<file path="src/rtl/memory_stage_pkg.sv">
// memory_stage shared types: FSM states, write-back and condition codes.
// Shared by memory_stage and branch_cond.
package memory_stage_pkg;

  typedef logic [15:0] word_t;
  typedef logic [2:0]  reg_t;

  typedef enum logic [1:0] {
    IDLE = 2'd0,
    WAIT = 2'd1,
    DONE = 2'd2
  } memState_t;

  localparam logic [1:0] WDS_ALU  = 2'b00;
  localparam logic [1:0] WDS_MEM  = 2'b01;
  localparam logic [1:0] WDS_PC   = 2'b10;
  localparam logic [1:0] WDS_FLAG = 2'b11;

  localparam logic [2:0] SF_Z   = 3'b000;
  localparam logic [2:0] SF_NZ  = 3'b001;
  localparam logic [2:0] SF_N   = 3'b010;
  localparam logic [2:0] SF_NN  = 3'b011;
  localparam logic [2:0] SF_Z2  = 3'b100;
  localparam logic [2:0] SF_LT  = 3'b101;
  localparam logic [2:0] SF_LE  = 3'b110;
  localparam logic [2:0] SF_CS  = 3'b111;

  typedef struct packed {
    word_t      aluResult;
    word_t      bjAddr;
    word_t      rd2;
    word_t      pcInc;
    logic       z;
    logic       n;
    logic       ofl;
    logic       cout;
    reg_t       wr;
    logic       regWriteEn;
    logic [1:0] wdSel;
    logic       memRead;
    logic       memWrite;
    logic       branch;
    logic       jump;
    logic       halt;
    logic       errIn;
    logic [2:0] selFlag;
  } exMem_t;

endpackage

</file>
<file path="src/rtl/memory_stage_branch_cond.sv">
// branch_cond: selects the condition bit from ALU flags by SelFlag.
// Used for both PC redirect and flag write-back.
module branch_cond
  import memory_stage_pkg::*;
(
  input  logic [2:0] selFlag,
  input  logic       z,
  input  logic       n,
  input  logic       ofl,
  input  logic       cout,
  output logic       cond
);

  // Condition decode
  always_comb begin
    cond = 1'b0;
    unique case (selFlag)
      SF_Z:  cond = z;
      SF_NZ: cond = ~z;
      SF_N:  cond = n;
      SF_NN: cond = ~n;
      SF_Z2: cond = z;
      SF_LT: cond = n ^ ofl;
      SF_LE: cond = z | (n ^ ofl);
      SF_CS: cond = cout;
      default: cond = 1'b0;
    endcase
  end

endmodule

</file>
<file path="src/rtl/memory_stage.sv">
// memory_stage: EX/MEM latch, data-memory req/done FSM, branch resolve.
// Optional MEM_ALIGN_CHK_EN: odd-address memory ops skip access, flag err.
module memory_stage
  import memory_stage_pkg::*;
(
  input  logic        clk,
  input  logic        rst_n,
  input  logic        ex_valid,
  input  logic [15:0] ALUResult,
  input  logic [15:0] BJAddr,
  input  logic [15:0] RD2,
  input  logic [15:0] PCInc,
  input  logic        Z,
  input  logic        N,
  input  logic        Ofl,
  input  logic        Cout,
  input  logic [2:0]  WR,
  input  logic        RegWriteEn,
  input  logic [1:0]  RegWriteDataSel,
  input  logic        MemReadEn,
  input  logic        MemWriteEn,
  input  logic        Branch,
  input  logic        Jump,
  input  logic        Halt,
  input  logic        err_in,
  input  logic [2:0]  SelFlag,
  input  logic        flush,
  output logic        dmem_req,
  output logic        dmem_we,
  output logic [15:0] dmem_addr,
  output logic [15:0] dmem_wdata,
  input  logic [15:0] dmem_rdata,
  input  logic        dmem_done,
  output logic        stall,
  output logic        PCsel,
  output logic [15:0] BJAddr_out,
  output logic [15:0] WD,
  output logic [2:0]  WR_out,
  output logic        wb_valid,
  output logic        halt_out,
  output logic        err
);

  exMem_t    m;
  exMem_t    exIn;
  logic      mValid;
  logic      haltQ;
  memState_t state;
  memState_t stateNxt;
  word_t     rdataQ;
  logic      cond;
  logic      isMem;
  logic      misaligned;
  logic      skipMem;
  logic      memGo;
  logic      complete;

  assign exIn = '{
    aluResult:  ALUResult,
    bjAddr:     BJAddr,
    rd2:        RD2,
    pcInc:      PCInc,
    z:          Z,
    n:          N,
    ofl:        Ofl,
    cout:       Cout,
    wr:         WR,
    regWriteEn: RegWriteEn,
    wdSel:      RegWriteDataSel,
    memRead:    MemReadEn,
    memWrite:   MemWriteEn,
    branch:     Branch,
    jump:       Jump,
    halt:       Halt,
    errIn:      err_in,
    selFlag:    SelFlag
  };

  branch_cond uCond (
    .selFlag (m.selFlag),
    .z       (m.z),
    .n       (m.n),
    .ofl     (m.ofl),
    .cout    (m.cout),
    .cond    (cond)
  );

`ifdef MEM_ALIGN_CHK_EN
  assign misaligned = m.aluResult[0];
`else
  assign misaligned = 1'b0;
`endif

  assign isMem    = mValid & (m.memRead | m.memWrite);
  assign skipMem  = isMem & (haltQ | misaligned);
  assign memGo    = isMem & ~skipMem;
  assign complete = mValid & ~stall;

  // EX/MEM latch, frozen while an access is outstanding
  always_ff @(posedge clk or negedge rst_n) begin
    if (!rst_n) begin
      m      <= '0;
      mValid <= 1'b0;
    end else if (!stall) begin
      m      <= exIn;
      mValid <= ex_valid & ~flush;
    end
  end

  // FSM state, load-data capture and sticky halt
  always_ff @(posedge clk or negedge rst_n) begin
    if (!rst_n) begin
      state  <= IDLE;
      rdataQ <= '0;
      haltQ  <= 1'b0;
    end else begin
      state <= stateNxt;
      if (state == WAIT && dmem_done)
        rdataQ <= dmem_rdata;
      if (complete && m.halt)
        haltQ <= 1'b1;
    end
  end

  // Next state, request and stall
  always_comb begin
    stateNxt = state;
    dmem_req = 1'b0;
    stall    = 1'b0;
    unique case (state)
      IDLE: begin
        if (memGo) begin
          dmem_req = 1'b1;
          stall    = 1'b1;
          stateNxt = WAIT;
        end
      end
      WAIT: begin
        stall = 1'b1;
        if (dmem_done)
          stateNxt = DONE;
      end
      DONE: stateNxt = IDLE;
      default: stateNxt = IDLE;
    endcase
  end

  // Write-back data select
  always_comb begin
    WD = m.aluResult;
    unique case (m.wdSel)
      WDS_ALU:  WD = m.aluResult;
      WDS_MEM:  WD = rdataQ;
      WDS_PC:   WD = m.pcInc;
      WDS_FLAG: WD = {15'b0, cond};
      default:  WD = m.aluResult;
    endcase
  end

  assign dmem_we    = isMem & m.memWrite;
  assign dmem_addr  = m.aluResult;
  assign dmem_wdata = m.rd2;
  assign PCsel      = complete & (m.jump | (m.branch & cond));
  assign BJAddr_out = m.bjAddr;
  assign WR_out     = m.wr;
  assign wb_valid   = complete & m.regWriteEn & ~skipMem;
  assign halt_out   = haltQ;
  assign err        = (mValid & m.errIn) | (isMem & misaligned);

endmodule

</file>
<file path="config.mk">
export PLATFORM = sky130hd
export DESIGN_NAME = memory_stage
export DESIGN_NICKNAME = d
export VERILOG_FILES = /design/src/rtl/memory_stage_pkg.sv /design/src/rtl/memory_stage_branch_cond.sv /design/src/rtl/memory_stage.sv
export SDC_FILE = /design/constraint.sdc
export NUM_CORES = 1
export LEC_CHECK = 0
export ABC_CLOCK_PERIOD_IN_PS = 1600
export CORE_MARGIN = 8
export CORE_UTILIZATION = 40
export CTS_BUF_LIST = sky130_fd_sc_hd__clkbuf_16
export CTS_CLUSTER_DIAMETER = 40
export DETAILED_ROUTE_END_ITERATION = 8
export PLACE_DENSITY = 0.77
export SLEW_MARGIN = 5
export SYNTH_ARGS = -nofsm -noshare
export SYNTH_HDL_FRONTEND = slang
export SYNTH_SLANG_ARGS = --single-unit
</file>
<file path="constraint.sdc">
create_clock -name clk -period 1.6 [get_ports clk]
set_input_delay 0.16 -clock clk [delete_from_list [all_inputs] [get_ports clk]]
set_output_delay 0.16 -clock clk [all_outputs]
set_load 0.01 [all_outputs]
</file>
==> summary.txt, run 1 <==
Floorplan
  • Die area: 0.0155 mm2
  • Die span in x: about 120 um
  • Initial Util: approximately two fifths
  • Rows: 39
  • IO Pins: between 150 and 200
  • Die Height: 124 um
  • Core area: around 0.011 mm2

Synthesis
  • Post-synth EDFFs: 0
  • Adder-Cell Fraction of Synth Area: 0%
  • Post-Synth XOR/XNOR Area: less than 1%
  • FFs w/ async S/R, synth: between 90% and 100%
  • Largest family of logic cells by synthesized area: multiplexers
  • Synth Area per Inst: 12.2 um2
  • Synth Area in Simple Gates: under 10%
  • Synth Cell Area: 0.00471 mm2
  • Synth Area in Compound Gates: 3.06%
  • Synth cell types: 29
  • YS warnings: 0
  • Mux cell area share after synthesis: 23.8%
  • FF+latch count, synth: between 100 and 150
  • Register area share after synthesis: a little over half
  • Main synth FF type: dfrtp_1
  • Synthesized instance count: a little under 400
  • Syn nets: 490

Pwr
  • Total power: slightly below 7 mW
  • Pwr Density: approximately 900 mW/mm2
  • VDD IR max: 0.590 mV
  • Leakage: ~3.4 nW

Setup path
  • Worst setup path class: reg -> out
  • Worst EP arrival: 2.05 ns
  • R2r endpoint: m[1]$_DFFE_PN0N_
  • CP Launch Type: flip-flop
  • Reg2reg start: mValid$_DFFE_PN0N_
  • Critical path required time: about 1.4 ns
  • Worst Path Max Fanout: 2
  • R2r setup slk: -0.16 ns
  • Kind of end point of the critical path: output pin
  • FF-to-FF path depth: 8

Placement
  • Post-DP Area: 0.00651 mm2
  • Cells after DPL: roughly 670
  • Post-DP HPWL: 9.12 mm
  • Gpl congestion: between 0.7 and 0.8
  • Number of port buffers: approximately 180

Layout
  • Post-route insts no fill: 722
  • Area grow syn2layout: 61.6%
  • Layout cell share with drive strength beyond 1: between 30% and 40%
  • Final net count: 677
  • Filler cells: between 800 and 900
  • Final Cell Area: about 0.0076 mm2

Timing
  • Post-route setup TNS: -8.41 ns
  • Slew HR: between 70% and 80%
  • Final min period: between 2 and 2.5 ns
  • Highest Clock Rate: 453 MHz
  • Final setup fails: 95
  • Hold Vio Cnt, Final: 0
  • RSZ-0062 raised after global routing: true
  • Final slew viol count: 0
  • Worst-margin pin slew: between 0.3 and 0.4 ns
  • Clk_skew: 0.00711 ns
  • Final Cycle Share: 138%
  • Final setup margin: -0.607 ns

Run
  • Max Cap Viol: 0

Global route
  • Pin count of the biggest net entering global routing: 43
  • Global-route wire length before repair: approximately 22 mm
  • Grt met3 use: approximately 5.5%
  • M1 GR Usage: 21.9%
  • GRT met2 Usage: between 20% and 30%
  • Initial antenna violation count: 0
  • GRT busiest layer: met2
  • Global-route usage over all layers: between 15 and 20%
  • Vias in the first global route: 3928
  • Congestion Overflow GR: 0

Worst hold path
  • Min-delay worst type: in -> async

Clocking
  • Clock root buffer: clkbuf_16
  • Source-to-sink clock delay at the later pin of the worst-skew pair: 0.34 ns
  • Clock slew at reported path FFs: around 0.070 ns
  • CTS sink cnt: 103
  • CTS Buf Count: 9
  • Maximum buffer depth of the clock tree: 2
  • H-tree Lvls: 3
  • TritonCTS clock tree: yes

Route
  • # DRC: 0
  • Drt pass-1 iters: 4
  • Antenna viol nets, final: 0
  • Via count: 3494
  • Drt initial violations: ~140
  • Via/cell ratio: 4.84
  • DR WL/cell: about 19 um
  • Post-Route WL: about 14 mm

Outcome
  • Outcome: finished with violations
  • Failing checks: setup timing
-- layer usage --
layer	routed length (um)	vias to the layer above	share of wire, %
met3	970	14	7.0
met4	178	0	1.3
met1	6070	1716	44
met2	6560	139	48
met5	0	-	0
li1	-	1625	-
-- synthesized netlist by cell type (2+ instances only) --
cell type / n / area [um2]
buf_2: 5 / 25.0
o21ai_0: 18 / 90.1
clkbuf_1: 5 / 18.8
nor3_1: 3 / 15.0
nor2_1: 3 / 11.3
nand2_1: 65 / 244
and2_1: 2 / 12.5
a21oi_1: 3 / 15.0
xnor2_1: 2 / 17.5
inv_1: 2 / 7.51
mux2i_1: 15 / 150
nand2b_1: 4 / 25.0
buf_4: 56 / 420
nand3_1: 3 / 15.0
dfrtp_1: 103 / 2580
mux2_2: 84 / 946
-- how the worst max path moves through the flow --
stage / startpoint / end / slack [ns]
global placement: m[2]$_DFFE_PN0N_ / WD[0] / -0.63
floorplan: m[0]$_DFFE_PN0N_ / WD[0] / -0.14
CTS: m[17]$_DFFE_PN0N_ / WD[0] / -0.61
detailed placement: m[2]$_DFFE_PN0N_ / WD[0] / -0.67
global route: m[17]$_DFFE_PN0N_ / WD[0] / -0.64
finish: m[17]$_DFFE_PN0N_ / WD[0] / -0.61
-- kinds of logic (layout without fill, tap and decap cells) --
logic type / Yosys count / count (layout)
flip-flops: 103 / 103
multiplexers: 100 / 100
AND/OR/NAND/NOR: 84 / 84
buffers and inverters: 71 / 263
AO/OA/AOI/OAI: 26 / 26
XOR/XNOR: 2 / 2
other: 0 / 1
-- critical path: stages (launching register included) --
cell,delay (ns)
dfrtp_1,0.38
or4b_4,0.54
nand3_2,0.10
a21oi_2,0.06
mux4_2,0.47
buf_6,0.14
-- sequential cells by signal, indices dropped and copies added, names as in the netlist --
name	cells
WR_out	3
halt_out	1
BJAddr_out	16
dmem_addr	16
dmem_wdata	16
rdataQ	16
m	32
state	2
mValid	1
-- cell usage in the layout (no fill, tap or decap), types with 2 or more instances in the layout --
cell             Yosys  layout
clkinvlp_4           0       2
mux2i_1             15      15
clkinv_1             1       3
buf_2                5      17
clkdlybuf4s50_1      0     154
buf_16               0       4
o21ai_2              0       2
o21ai_1              1      14
a21oi_2              1       3
buf_4               56      35
buf_6                1      14
nand2_1             65      62
dfrtp_1            103     102
nand3_1              3       2
xnor2_1              2       2
nor3_2               0       2
nor2_1               3       2
mux2_2              84       2
nand2_2              0       3
o21ai_0             18       3
nand2b_1             4       3
clkbuf_16            0      11
mux2_4               0      82
buf_12               0      14
inv_1                2       3
and2_1               2       2
-- through the flow --
stage	worst slack [ns]	utilization, %	hold WS [ns]
floorplan	-0.142	-	-0.136
global placement	-0.626	56.8	0.103
detailed placement	-0.671	56.8	0.110
CTS	-0.607	65.8	0.287
global route	-0.643	66.3	0.328
finish	-0.607	66.3	0.285
-- final cells by class --
type | count | area (um2) | share of cell area, %
tap | 143 | 179 | 2.35
inverter | 3 | 11.3 | 0.148
antenna | 1 | 2.50 | 0.0329
multi-input combinational | 212 | 2020 | 26.5
clock buffer | 9 | 225 | 2.96
sequential | 103 | 2580 | 33.9
timing repair buffer | 244 | 2530 | 33.2
clock inverter | 7 | 65.1 | 0.856
-- power by group --
part           switching [mW]  internal [mW]
combinational           0.596          0.946
sequential              0.199           2.93
clock                   0.960           1.20
-- what timing repair did --
action | in CTS | in global routing
cloned | 8 | 2
endpoints found under the hold margin | 27 | 0
hold buffers | 1 | 0
resized for setup | 234 | 27
buffers inserted | 19 | 10
pin swaps | 8 | 7
endpoints found under the setup margin | 102 | 102
Power figures use the tool's default switching activity.
==> run 2: changes to the inputs <==
Settings changed: CORE_MARGIN 8 to 4.
==> summary.txt, run 2 (same netlist as run 1, synthesis figures left out) <==
Layout
  • Filler cells: 853 (+1.7%)
  • Post-route insts no fill: 714 (-1.1%)
  • Diodes inserted: 0 (-1)
  • Biggest register: m
  • Layout cell share with drive strength beyond 1: 36.8% (+1.5 points)
  • Leading cell types in the layout, fill and taps excluded: clkdlybuf4s50_1, dfrtp_1, mux2_4, nand2_1, buf_4
  • Area grow syn2layout: 63.5%
  • Most common cell after layout, fill and taps aside: clkdlybuf4s50_1
  • Final net count: 670 (-1.0%)
  • Max FFs per register: 32 (unchanged)

Timing
  • Worst-margin pin slew: 0.500 ns (+0.108 ns)
  • Hold Vio Cnt, Final: 0 (unchanged)
  • Final min period: 2.22 ns (+0.0174 ns)
  • Final setup fails: 99 (+4.2%)
  • Final slew viol count: 0 (unchanged)
  • RSZ-0062 raised after global routing: true
  • Slew HR: 66.7% (-7.2 points)
  • Final Cycle Share: 139% (+1.1 points)
  • Final setup margin: -0.624 ns (-0.0174 ns)
  • Post-route setup TNS: -12.50 ns (-4.09 ns)
  • Clk_skew: 0.00617 ns (-0.000940 ns)
  • Highest Clock Rate: 450 MHz (-0.78%)

Clocking
  • Maximum buffer depth of the clock tree: 2 (unchanged)
  • Clock root buffer: clkbuf_16
  • Clock slew at reported path FFs: 0.07 ns (about the same)
  • CTS Buf Count: 9 (unchanged)
  • H-tree Lvls: 3 (unchanged)
  • Source-to-sink clock delay at the later pin of the worst-skew pair: 0.34 ns (about the same)
  • TritonCTS clock tree: yes
  • CTS sink cnt: 103 (unchanged)

Setup path
  • FF-to-FF path depth: 6 (-2)
  • Kind of end point of the critical path: output pin
  • Worst setup path class: reg -> out
  • CP Cell Sequence: or4b_4 > nand3_4 > a21oi_2 > mux4_2 > buf_6
  • CP Launch Type: flip-flop
  • CP endpoint: WD[0]
  • Reg2reg start: m[7]$_DFFE_PN0N_
  • Worst setup path start: m[17]$_DFFE_PN0N_
  • R2r setup slk: -0.17 ns (about the same)
  • R2r endpoint: m[22]$_DFFE_PN0N_
  • CP delay by family, top: simple AND/OR/NAND/NOR gates
  • Worst path slowest cell: or4b_4
  • WP buf/inv: 1 (unchanged)
  • CP Depth: 5 (unchanged)
  • Slowest Stage Delay on Critical Path: 0.56 ns (+0.02 ns)
  • Worst EP arrival: 2.06 ns (about the same)
  • Worst Path Max Fanout: 2 (unchanged)
  • Critical path required time: 1.44 ns (about the same)

Route
  • Drt pass-1 iters: 4 (unchanged)
  • DR WL/cell: 18.5 um (-3.0%)
  • Via/cell ratio: 4.87 (+0.63%)
  • Drt initial violations: 137 (-0.72%)
  • Antenna viol nets, final: 0 (unchanged)
  • # DRC: 0 (unchanged)
  • Post-Route WL: 13.2 mm (-4.1%)
  • Via count: 3477 (-0.49%)

Floorplan
  • Rows: 39 (unchanged)
  • Initial Util: 41.0% (unchanged)
  • IO Pins: 178 (unchanged)
  • Die area: 0.0136 mm2 (-12%)
  • Die Height: 116 um (-6.4%)
  • Die span in x: 116 um (-6.4%)
  • Core area: 0.0115 mm2 (unchanged)

Placement
  • Dpl ws: -0.637 ns (+0.0340 ns)
  • Number of port buffers: 177 (unchanged)
  • Gpl congestion: 0.746 (-3.6%)
  • Cells after DPL: 671 (-0.15%)
  • Post-DP HPWL: 8.45 mm (-7.3%)

Run
  • Max Cap Viol: 0 (unchanged)

Global route
  • Congestion Overflow GR: 0 (unchanged)
  • Pin count of the biggest net entering global routing: 39 (-9.3%)
  • Global-route usage over all layers: 17.6% (-0.20 points)
  • Initial antenna violation count: 0 (unchanged)
  • Vias in the first global route: 3737 (-4.9%)
  • Global-route wire length before repair: 18.4 mm (-18%)

Pwr
  • VDD IR max: 0.679 mV (+15%)
  • Leakage: 3.50 nW (+1.6%)
  • Pwr Density: 907 mW/mm2 (+1.1%)

Worst hold path
  • Min-delay worst type: in -> async

Outcome
  • Failing checks: setup timing
  • Outcome: finished with violations
[run 2: cell types whose count changed in the layout (fill, tap and decap cells not counted), moves of 2 or more]
cell / before / now
buf_4: 35 / 24
nand2_1: 62 / 53
o21ai_1: 14 / 7
buf_12: 14 / 8
o21ai_2: 2 / 8
clkbuf_16: 11 / 16
nand2_4: 0 / 5
nand2_2: 3 / 7
buf_6: 14 / 17
buf_2: 17 / 15
buf_8: 1 / 3
clkdlybuf4s15_1: 0 / 2
clkinvlp_4: 2 / 0
[run 2: worst reg2reg max path, stage by stage, from the launching register on]
cell       delay (ns)
dfrtp_1          0.43
o21ai_2          0.10
nand2b_4         0.16
a21oi_4          0.27
buf_12           0.21
clkbuf_16        0.19
mux2_4           0.29
[run 2: metal layers]
layer  global-route usage, %  vias up  wire length [um]
met2                    31.2      129              6750
met3                    4.82       13               963
met4                    4.41        0                96
li1                        -     1614                 -
met5                       0        -                 0
met1                    21.2     1721              5400
[run 2: what timing repair did]
item                                    in CTS  in global routing
endpoints found under the setup margin     105                102
pin swaps                                    7                 18
hold buffers                                 1                  0
setup buffers                               12                  7
endpoints found under the hold margin       35                  0
gates cloned                                 4                  7
gates resized for setup                    133                143
[run 2: layout make-up]
class	count	area, um2	share of cell area (%)
inverters	3	11.3	0.146
well taps	143	179	2.32
multi-input cells	212	2100	27.3
flip-flops and latches	103	2580	33.5
clock inverters	7	80.1	1.04
repair buffers	237	2520	32.8
clock buffers	9	225	2.93
[run 2: worst min-delay path by stage]
stage / from / endpoint / slack [ns] / depth (start not counted)
floorplan: rst_n / BJAddr_out[0]$_DFFE_PN0N_ / -0.14 / 0
global placement: rst_n / BJAddr_out[11]$_DFFE_PN0N_ / 0.16 / 1
detailed placement: rst_n / BJAddr_out[11]$_DFFE_PN0N_ / 0.17 / 1
CTS: rst_n / BJAddr_out[11]$_DFFE_PN0N_ / 0.34 / 2
global route: dmem_rdata[9] / rdataQ[9]$_DFFE_PN0P_ / 0.35 / 3
finish: rst_n / BJAddr_out[11]$_DFFE_PN0N_ / 0.35 / 2
[run 2: report_power, final]
group          internal, mW  switching, mW
logic                 0.957          0.603
clock network          1.35          0.915
registers              2.93          0.235
[run 2: per-stage QoR]
stage               area (um2)  hold WS [ns]  utilization, %  total power, mW
detailed placement        6510         0.168            56.7             4.49
CTS                       7010         0.339            61.2             6.79
floorplan                 4710        -0.136               -             3.76
global route              7700         0.346            67.1             7.34
global placement          6510         0.157            56.7             4.44
finish                    7700         0.348            67.1             6.98
==> run 3: changes to the inputs <==
Settings changed: CORE_MARGIN 4 to 2, PLACE_DENSITY 0.77 to 0.76, SYNTH_HIERARCHICAL set to 1.
==> summary.txt, run 3 <==
Outcome
  • Outcome: finished with violations
  • Failing checks: DRC, setup timing

Layout
  • Biggest register: m
  • Final Cell Area: 0.00758 mm2 (-1.5%)
  • Layout cell share with drive strength beyond 1: 37.7% (+0.97 points)
  • Post-route insts no fill: 702 (-1.7%)
  • Area grow syn2layout: 59.2%
  • Diodes inserted: 0 (unchanged)
  • Max FFs per register: 32 (unchanged)
  • Leading cell types in the layout, fill and taps excluded: clkdlybuf4s50_1, dfrtp_1, mux2_4, nand2_1, buf_6
  • Most common cell after layout, fill and taps aside: clkdlybuf4s50_1
  • Final net count: 659 (-1.6%)
  • Final Util: 65.9% (-1.3 points)

Pwr
  • Pwr Density: 857 mW/mm2 (-5.5%)
  • Leakage: 3.41 nW (-2.7%)
  • VDD IR max: 0.592 mV (-13%)

Setup path
  • Worst EP arrival: 2.04 ns (-0.02 ns)
  • FF-to-FF path depth: 8 (+2)
  • Slowest Stage Delay on Critical Path: 0.50 ns (-0.06 ns)
  • CP delay by family, top: multiplexers
  • Kind of end point of the critical path: output pin
  • Critical path required time: 1.44 ns (about the same)
  • Reg2reg start: halt_out$_DFFE_PN0P_
  • R2r setup slk: -0.17 ns (about the same)
  • CP Cell Sequence: xor2_1 > a311oi_1 > o211ai_1 > mux4_2 > buf_6
  • Worst path slowest cell: mux4_2
  • Worst Path Max Fanout: 7 (+5)
  • Worst setup path class: reg -> out
  • R2r endpoint: m[0]$_DFFE_PN0N_
  • WP buf/inv: 1 (unchanged)
  • CP Launch Type: flip-flop

Floorplan
  • Core area: 0.0115 mm2 (+0.43%)
  • IO Pins: 178 (unchanged)
  • Initial Util: 41.4% (+0.33 points)
  • Die span in x: 113 um (-2.9%)
  • Die Height: 113 um (-2.9%)
  • Rows: 39 (unchanged)
  • Die area: 0.0128 mm2 (-5.7%)

Timing
  • Final Cycle Share: 137% (-1.6 points)
  • Hold Vio Cnt, Final: 0 (unchanged)
  • Post-route setup TNS: -12.56 ns (-0.0537 ns)
  • Final min period: 2.20 ns (-0.0257 ns)
  • Final setup margin: -0.598 ns (+0.0257 ns)
  • Slew HR: 81.8% (+15 points)
  • Highest Clock Rate: 455 MHz (+1.2%)
  • Worst-margin pin slew: 0.273 ns (-0.227 ns)
  • Clk_skew: 0.00694 ns (+0.000775 ns)
  • Final slew viol count: 0 (unchanged)
  • RSZ-0062 raised after global routing: true
  • Final setup fails: 96 (-3.0%)

Synthesis
  • Largest family of logic cells by synthesized area: multiplexers
  • Post-Synth XOR/XNOR Area: 0.368% (-0.0045 points)
  • Synth cell types: 36 (+24%)
  • Post-synth EDFFs: 0 (unchanged)
  • Register area share after synthesis: 54.1% (-0.66 points)
  • Mux cell area share after synthesis: 24.5% (+0.74 points)
  • Adder-Cell Fraction of Synth Area: 0% (unchanged)
  • Synth Area in Compound Gates: 2.78% (-0.27 points)
  • Synth Area per Inst: 12.5 um2 (+2.6%)
  • FFs w/ async S/R, synth: 100% (unchanged)
  • Top post-synthesis cells by count: dfrtp_1, mux2_2, nand2_1, buf_4, o21ai_0
  • Largest area contributor in the netlist: dfrtp_1
  • Syn nets: 485 (-1.0%)
  • Area contributors post-synth: dfrtp_1, mux2_2, buf_4, nand2_1, mux2_4
  • Synthesized instance count: 381 (-1.3%)
  • Share of the synthesized area in the top cell type: 54.1% (-0.66 points)
  • YS warnings: 6 (+6)
  • Main synth FF type: dfrtp_1
  • Count leader, synth: dfrtp_1
  • Synth Cell Area: 0.00476 mm2 (+1.2%)
  • FF+latch count, synth: 103 (unchanged)
  • Synth Area in Simple Gates: 7.51% (-0.12 points)

Run
  • Max Cap Viol: 0 (unchanged)

Clocking
  • H-tree Lvls: 3 (unchanged)
  • Clock slew at reported path FFs: 0.07 ns (about the same)
  • TritonCTS clock tree: yes
  • CTS sink cnt: 103 (unchanged)
  • Source-to-sink clock delay at the later pin of the worst-skew pair: 0.34 ns (about the same)
  • Maximum buffer depth of the clock tree: 2 (unchanged)
  • CTS Buf Count: 9 (unchanged)
  • Clock root buffer: clkbuf_16

Placement
  • Gpl congestion: 0.783 (+4.9%)
  • Post-DP HPWL: 7.92 mm (-6.3%)
  • Cells after DPL: 655 (-2.4%)
  • Post-DP Area: 0.00641 mm2 (-1.5%)
  • Number of port buffers: 177 (unchanged)

Global route
  • Global-route usage over all layers: 19.4% (+1.8 points)
  • Congestion Overflow GR: 0 (unchanged)
  • Vias in the first global route: 3889 (+4.1%)
  • Initial antenna violation count: 0 (unchanged)
  • Pin count of the biggest net entering global routing: 49 (+26%)
  • Global-route wire length before repair: 19.6 mm (+6.2%)

Route
  • Antenna viol nets, final: 0 (unchanged)
  • Via count: 3469 (-0.23%)
  • Post-Route WL: 12.5 mm (-5.5%)
  • # DRC: 13 (+13)
  • DR WL/cell: 17.8 um (-3.8%)
  • Drt pass-1 iters: 6 (+2)
  • Drt initial violations: 142 (+3.6%)
  • Via/cell ratio: 4.94 (+1.5%)

Worst hold path
  • Min-delay worst type: in -> async
[run 3: layer usage]
layer / part of all wire (%) / vias up / global-route usage, %
met5: 0 / - / 0
met4: 2.4 / 0 / 6.34
met3: 7.2 / 24 / 5.09
met2: 50 / 126 / 34.4
met1: 40 / 1734 / 22.9
li1: - / 1585 / -
[run 3: final cells by class]
cell class                      instances  area, um2
Clock buffer                            9        225
Clock inverter                          6       38.8
Fill cell                             869       3930
Inverter                                4       15.0
Multi-Input combinational cell        207       2100
Sequential cell                       103       2580
Tap cell                              143        179
Timing Repair Buffer                  230       2440
[run 3: worst max-delay path by stage]
| stage | start | endpoint | cells after the start |
|---|---|---|---|
| global route | m[0]$_DFFE_PN0N_ | WD[0] | 5 |
| detailed placement | m[0]$_DFFE_PN0N_ | WD[0] | 5 |
| CTS | m[0]$_DFFE_PN0N_ | WD[0] | 5 |
| floorplan | m[0]$_DFFE_PN0N_ | WD[0] | 4 |
| finish | m[0]$_DFFE_PN0N_ | WD[0] | 5 |
| global placement | m[0]$_DFFE_PN0N_ | WD[0] | 5 |
[run 3: per-stage QoR]
stage	hold WS, ns	total power, mW	worst slack, ns
floorplan	-0.136	3.69	-0.00901
global placement	-0.000663	4.32	-0.601
detailed placement	0.000298	4.36	-0.676
CTS	0.182	6.40	-0.616
global route	0.197	6.82	-0.650
finish	0.192	6.50	-0.598
[run 3: kinds of logic (layout without fill, tap and decap cells)]
family                    after synthesis  after routing
and+or+nand+nor                        82             82
AOI/OAI and AO/OA                      22             22
buffers and inverters                  71            249
xor gates and xnor gates                2              2
DFF                                   103            103
muxes                                 101            101
[run 3: timing repair]
item                       in CTS  in global routing
gates cloned                   11                  0
setup endpoints to repair     100                105
gates resized for setup       167                128
pin swaps                       9                 15
hold endpoints to repair      103                  0
hold buffers                    1                  0
setup buffers                  28                  9
[run 3: power breakdown]
| group | leakage (nW) | internal, mW | switching, mW | total [mW] |
|---|---|---|---|---|
| Combinational | 2.07 | 0.841 | 0.525 | 1.37 |
| Sequential | 1.21 | 2.93 | 0.233 | 3.16 |
| Clock | 0.127 | 1.04 | 0.935 | 1.98 |
| Total | 3.41 | 4.81 | 1.69 | 6.50 |
[run 3: worst reg2reg max path, cell delays in order, from the launching register on]
cell,delay (ns)
dfrtp_1,0.39
inv_1,0.10
nand3_2,0.12
buf_6,0.14
a21oi_4,0.16
buf_6,0.15
buf_12,0.15
buf_8,0.13
mux2_2,0.32
